[src/rtl/fp_vector_add_issue.sv]
// Operand pairing and issue control for a fixed-latency 4-lane FP vector adder.
// Input vectors are paired and issued only when a slot in the result FIFO is
// reserved. Adder results are buffered and leave over a valid/ready stream.
module fp_vector_add_issue #(
    parameter int EXP_BITS    = 5,
    parameter int MANT_BITS   = 6,
    parameter int ADD_LATENCY = 3,
    parameter int FIFO_DEPTH  = 4,
    localparam int W          = EXP_BITS + MANT_BITS + 1,
    localparam int VEC_W      = 4 * W
) (
    input  logic             clk,
    input  logic             rst,
    input  logic             in_valid,
    output logic             in_ready,
    input  logic [VEC_W-1:0] in_vec,
    input  logic             in_last,
    output logic             add_valid,
    output logic [VEC_W-1:0] add_op1,
    output logic [VEC_W-1:0] add_op2,
    input  logic             res_valid,
    input  logic [VEC_W-1:0] res_vec,
    output logic             out_valid,
    input  logic             out_ready,
    output logic [VEC_W-1:0] out_vec,
    output logic             overflow
);

    localparam int CW = $clog2(FIFO_DEPTH + 1);
    localparam int PW = (FIFO_DEPTH > 1) ? $clog2(FIFO_DEPTH) : 1;
    localparam int LW = (ADD_LATENCY > 0) ? $clog2(ADD_LATENCY + 1) : 1;

    generate
        if (FIFO_DEPTH < ADD_LATENCY + 1) begin : g_depth_check
            $error("FIFO_DEPTH must be at least ADD_LATENCY+1");
        end
    endgenerate

    typedef enum logic {
        IDLE = 1'b0,
        HOLD = 1'b1
    } state_t;

    state_t           state, state_next;
    logic [VEC_W-1:0] op1_hold;
    logic [CW-1:0]    inflight;
    logic [CW-1:0]    fifo_count;
    logic [PW-1:0]    wr_ptr, rd_ptr;
    logic [VEC_W-1:0] mem [FIFO_DEPTH];
    logic             run;
    logic [LW-1:0]    ignore_cnt;

    logic             accept, issue, latch;
    logic [CW:0]      occupied;
    logic             credit_ok;
    logic             res_take, full, pop, wr_en, drop, ret_dec;

    function automatic logic [PW-1:0] ptr_next(input logic [PW-1:0] p);
        return (p == PW'(FIFO_DEPTH - 1)) ? '0 : p + PW'(1);
    endfunction

    // A pop in the same cycle is deliberately not credited, which keeps
    // in_ready independent of out_ready.
    assign occupied  = {1'b0, fifo_count} + {1'b0, inflight};
    assign credit_ok = occupied < (CW+1)'(FIFO_DEPTH);

    // Results that straggle in from before a reset are ignored until the
    // post-reset window closes; stale returns must not refill the FIFO.
    assign res_take = res_valid && (ignore_cnt == '0);
    assign full     = (fifo_count == CW'(FIFO_DEPTH));
    assign pop      = out_valid && out_ready;
    assign wr_en    = res_take && (!full || pop);
    assign drop     = res_take && full && !pop;
    assign ret_dec  = res_take && (inflight != '0);

    assign out_valid = (fifo_count != '0);
    assign out_vec   = mem[rd_ptr];

    // Pairing FSM next state and input handshake decode.
    always_comb begin
        // NOTE: every output of this block is defaulted first so no path
        // leaves a variable unassigned, which would infer a latch.
        state_next = state;
        in_ready   = 1'b0;
        issue      = 1'b0;
        latch      = 1'b0;
        if (run) begin
            // Latching the first operand consumes no result slot.
            in_ready = (state == IDLE && !in_last) ? 1'b1 : credit_ok;
        end
        accept = in_valid && in_ready;
        case (state)
            IDLE: begin
                if (accept) begin
                    if (in_last) begin
                        issue = 1'b1;
                    end else begin
                        latch      = 1'b1;
                        state_next = HOLD;
                    end
                end
            end
            HOLD: begin
                if (accept) begin
                    issue      = 1'b1;
                    state_next = IDLE;
                end
            end
            default: state_next = IDLE;
        endcase
    end

    // Reset release tracking: enables input after the first edge and opens
    // the result path once ADD_LATENCY cycles have passed.
    always_ff @(posedge clk or negedge rst) begin
        // NOTE: sequential state uses non-blocking assignments so every flop
        // samples pre-edge values regardless of statement order.
        if (!rst) begin
            run        <= 1'b0;
            ignore_cnt <= LW'(ADD_LATENCY);
        end else begin
            run <= 1'b1;
            if (ignore_cnt != '0) begin
                ignore_cnt <= ignore_cnt - LW'(1);
            end
        end
    end

    // FSM state, held operand and the registered issue port.
    always_ff @(posedge clk or negedge rst) begin
        if (!rst) begin
            state     <= IDLE;
            op1_hold  <= '0;
            add_valid <= 1'b0;
            add_op1   <= '0;
            add_op2   <= '0;
        end else begin
            state     <= state_next;
            add_valid <= issue;
            if (latch) begin
                op1_hold <= in_vec;
            end
            if (issue) begin
                // An odd final vector is paired with an all-zero (+0) operand.
                add_op1 <= (state == HOLD) ? op1_hold : in_vec;
                add_op2 <= (state == HOLD) ? in_vec : '0;
            end
        end
    end

    // Credit counters, FIFO pointers and the sticky overflow flag.
    always_ff @(posedge clk or negedge rst) begin
        if (!rst) begin
            inflight   <= '0;
            fifo_count <= '0;
            wr_ptr     <= '0;
            rd_ptr     <= '0;
            overflow   <= 1'b0;
        end else begin
            inflight   <= inflight + CW'(issue) - CW'(ret_dec);
            fifo_count <= fifo_count + CW'(wr_en) - CW'(pop);
            if (wr_en) begin
                wr_ptr <= ptr_next(wr_ptr);
            end
            if (pop) begin
                rd_ptr <= ptr_next(rd_ptr);
            end
            if (drop) begin
                overflow <= 1'b1;
            end
        end
    end

    // Result storage, written in place at the tail pointer.
    always_ff @(posedge clk) begin
        // NOTE: the storage array is not reset; fifo_count alone says which
        // entries are meaningful, so clearing the data would buy nothing.
        if (wr_en) begin
            mem[wr_ptr] <= res_vec;
        end
    end

endmodule
[config.mk]
export PLATFORM = sky130hd
export DESIGN_NAME = fp_vector_add_issue
export DESIGN_NICKNAME = d
export VERILOG_FILES = /design/src/rtl/fp_vector_add_issue.sv
export SDC_FILE = /design/constraint.sdc
export NUM_CORES = 1
export LEC_CHECK = 0
export CELL_PAD_IN_SITES_DETAIL_PLACEMENT = 0
export CELL_PAD_IN_SITES_GLOBAL_PLACEMENT = 1
export CORE_MARGIN = 4
export CORE_UTILIZATION = 48
export CTS_CLUSTER_SIZE = 16
export DETAILED_ROUTE_END_ITERATION = 8
export HOLD_SLACK_MARGIN = 0.1
export PLACE_DENSITY_LB_ADDON = 0.1
export SYNTH_ARGS = -nofsm -noshare
export SYNTH_HDL_FRONTEND = slang
export SYNTH_SLANG_ARGS = --single-unit
[constraint.sdc]
create_clock -name clk -period 5.63 [get_ports clk]
set_input_delay 0.563 -clock clk [delete_from_list [all_inputs] [get_ports clk]]
set_output_delay 0.563 -clock clk [all_outputs]
set_load 0.01 [all_outputs]
==> impl_metrics.ini <==
[outcome]
outcome = finished, final reports clean

[critical_path]
largest_driver_fanout_on_the_critical_path = 51
cpPeakStageDelay_ps = 1100
start_kind = flip-flop
worst-setup-path-type = reg2out
critical_path.endpoint_type = primary output
critical_path_arrival_ps = 2770
data_required_time_at_the_worst_endpoint_ps = 5070
critical-path-top-delay-family = flip-flops
worst_path_max_delay_cell = sky130_fd_sc_hd__dfrtp_4
critical_path.n_buffers_inverters = 1
critical_path.cell_chain = mux4_2 -> clkdlybuf4s50_1

[final_layout]
finalCoreUtilization_pct = 63.1
layout-drive-gt1-share_pct = 27.4
mostFrequentLayoutCells = sky130_fd_sc_hd__clkdlybuf4s50_1 (248), sky130_fd_sc_hd__edfxtp_1 (192), sky130_fd_sc_hd__dfrtp_1 (155)
n_fill_cell = 1974
final_common_cell = sky130_fd_sc_hd__clkdlybuf4s50_1
final-instance-count-excl-fill = 1358
layout.cell_area.non_filler_um2 = 17600
syn2layout_area_growth_pct = 29.3
nNetsFinal = 1069

[global_route]
global_route.usage.total_pct = 18.1
grt_antenna_before_repair = 3
overflow = 0
grt_max_degree = 96
via_count_of_the_first_global_routing_pass = 8092
first_pass_grt_wire_length_um = 44700

[clocking]
ctsRootBufferMaster = sky130_fd_sc_hd__clkbuf_16
number_of_clock_buffers_inserted_by_tritoncts = 38
cts_hold_repair.buffers = 0
cts.repair.resized = 0
clock_sink_count = 352
ctsHtreeMaxLevel = 2
clock_latency_ps = 510
postCtsSetupRepairBufs = 0
cts_tree = done
worst_setup_hold_path_clk_slew_ps = 60
clk_path_buf_depth = 3

[drt]
drt-vias-per-instance = 5.34
detail_route.wl_per_cell_um = 20.7
postRouteAntennaNets = 0
first_pass_iters = 4
routed_wirelength_um = 28100
drc = 0
route.vias.total = 7250
dr.first_iter.drc_count = 359

[pwr]
power.density_nw_per_um2 = 548
ir_worst_vdd_mv = 0.280
p_total_mw = 9.64
total_leakage_power_nw = 6.64

[yosys]
mapped_nets = 809
dominantRegCellSynth = sky130_fd_sc_hd__edfxtp_1
synth-edff-count = 192
yosysWarnings = 0
post_synth_inst_count = 693
adder_and_majority_gate_portion_of_the_synthesized_area_pct = 1.40
synth-compound-area-share_pct = 3.36
synth.ff_latch_count = 352
synth_xor_area_share_pct = 0.322
synth_seq_area_share_pct = 71.8
syn_area_um2 = 13600
yosys-mux-area-fraction_pct = 20.3
synthSimpleGateAreaFrac_pct = 0.920
synth_unique_cells = 32
synth_top_family_by_area = multiplexers
syn_area_per_cell_um2 = 19.6
synthArstFlopShare_pct = 45.5

[timing]
rsz_0062_raised_after_global_routing = no
clock_skew_ps = 20.4
finalCritPeriodShare_pct = 59.1
max_clock_freq_mhz = 300
worst_pin_slew_ps = 1000
report.final.hold_viol_count = 0
slew_headroom_pct = 33.2
count_of_final_max_slew_check_failures = 0
setup_violation_total_in_the_final_timing_report = 0
setup_total_negative_slack_ps = 0
finalWorstPathRequiredPeriod_ps = 3330

[placed_design]
dpl.hpwl_um = 17700
placed_cell_area_um2 = 16500
place.port_buffers = 249
globalplace.congestion = 0.771
dp.cells = 1291

[floorplan]
die-height_um = 176
fp.dieArea_um2 = 31100
pin_count = 250
placement_rows = 61
floorplan.core_area_um2 = 27900
die_width_um = 176
initial_utilization_pct = 48.8

[flow_run]
max_cap_violations = 0

[min_path]
min_delay_worst_type = in2async
[cells in the mapped netlist (4+ instances only)]
master | count | share of area [%]
sky130_fd_sc_hd__mux2_2 | 143 | 12
sky130_fd_sc_hd__clkbuf_1 | 11 | 0.30
sky130_fd_sc_hd__ha_1 | 12 | 1.1
sky130_fd_sc_hd__inv_1 | 13 | 0.36
sky130_fd_sc_hd__edfxtp_1 | 192 | 42
sky130_fd_sc_hd__mux4_2 | 48 | 7.9
sky130_fd_sc_hd__mux2_1 | 5 | 0.41
sky130_fd_sc_hd__nor2_1 | 5 | 0.14
sky130_fd_sc_hd__buf_2 | 20 | 0.74
sky130_fd_sc_hd__and2_1 | 6 | 0.28
sky130_fd_sc_hd__dfrtp_1 | 158 | 29
sky130_fd_sc_hd__a22o_1 | 48 | 3.1
sky130_fd_sc_hd__xnor2_1 | 4 | 0.26
sky130_fd_sc_hd__buf_6 | 5 | 0.41
[cell families after synthesis]
logic type	Yosys count
simple gates	21
mux	197
fa+ha+maj	14
compound gates	52
xor+xnor	5
buf+inv	51
flops	352
other cells	1
[routing by layer]
| layer | track usage, % | share of wire [%] | up-vias | wire length [µm] |
|---|---|---|---|---|
| li1 | - | - | 3227 | - |
| met1 | 23.5 | 41 | 3755 | 11400 |
| met2 | 30.7 | 50 | 223 | 14000 |
| met3 | 5.20 | 7.5 | 41 | 2120 |
| met4 | 4.38 | 1.9 | 4 | 534 |
| met5 | 0 | 0.078 | - | 22 |
[power by group]
part	internal (mW)	switching, mW	leakage, nW	total, mW
Clock	1.31	0.922	0.566	2.23
Combinational	2.02	1.37	2.34	3.39
Sequential	3.56	0.452	3.73	4.01
Total	6.89	2.74	6.64	9.64
[flip-flops by register name, indices dropped and copies added (netlist names), 2 cells and up]
signal      flops
op1_hold       48
rd_ptr          2
fifo_count      3
add_op1        48
ignore_cnt      2
inflight        3
add_op2        48
mem           192
wr_ptr          2
[cell type report]
| type | instances | area, µm² | share of cell area, % |
|---|---|---|---|
| multi-input combinational | 290 | 3600 | 20.4 |
| clock buffer | 49 | 1050 | 5.99 |
| timing repair buffer | 258 | 2560 | 14.6 |
| clock inverter | 16 | 76.3 | 0.434 |
| tap | 378 | 473 | 2.69 |
| sequential | 352 | 9780 | 55.6 |
| inverter | 13 | 48.8 | 0.277 |
| antenna | 2 | 5.00 | 0.0284 |
[per-stage QoR]
stage | hold WS, ps | worst slack, ps
after global routing | 203 | 2090
final | 138 | 2300
after floorplan | 267 | 3050
after detailed placement | 476 | 2420
after global placement | 463 | 2500
after CTS | 180 | 2190
[worst paths after layout]
path	startpoint	to	slack [ps]	cells past startpoint
min	rst	add_op1[21]	140	1
min in group clk	overflow	overflow	480	1
max in group asynchronous	rst	add_op2[16]	4090	2
max reg2reg	inflight[2]	inflight[2]	2690	8
max	rd_ptr[0]	out_vec[45]	2300	2
min reg2reg	overflow	overflow	480	1
No activity file was read; power rests on OpenSTA's default activity.
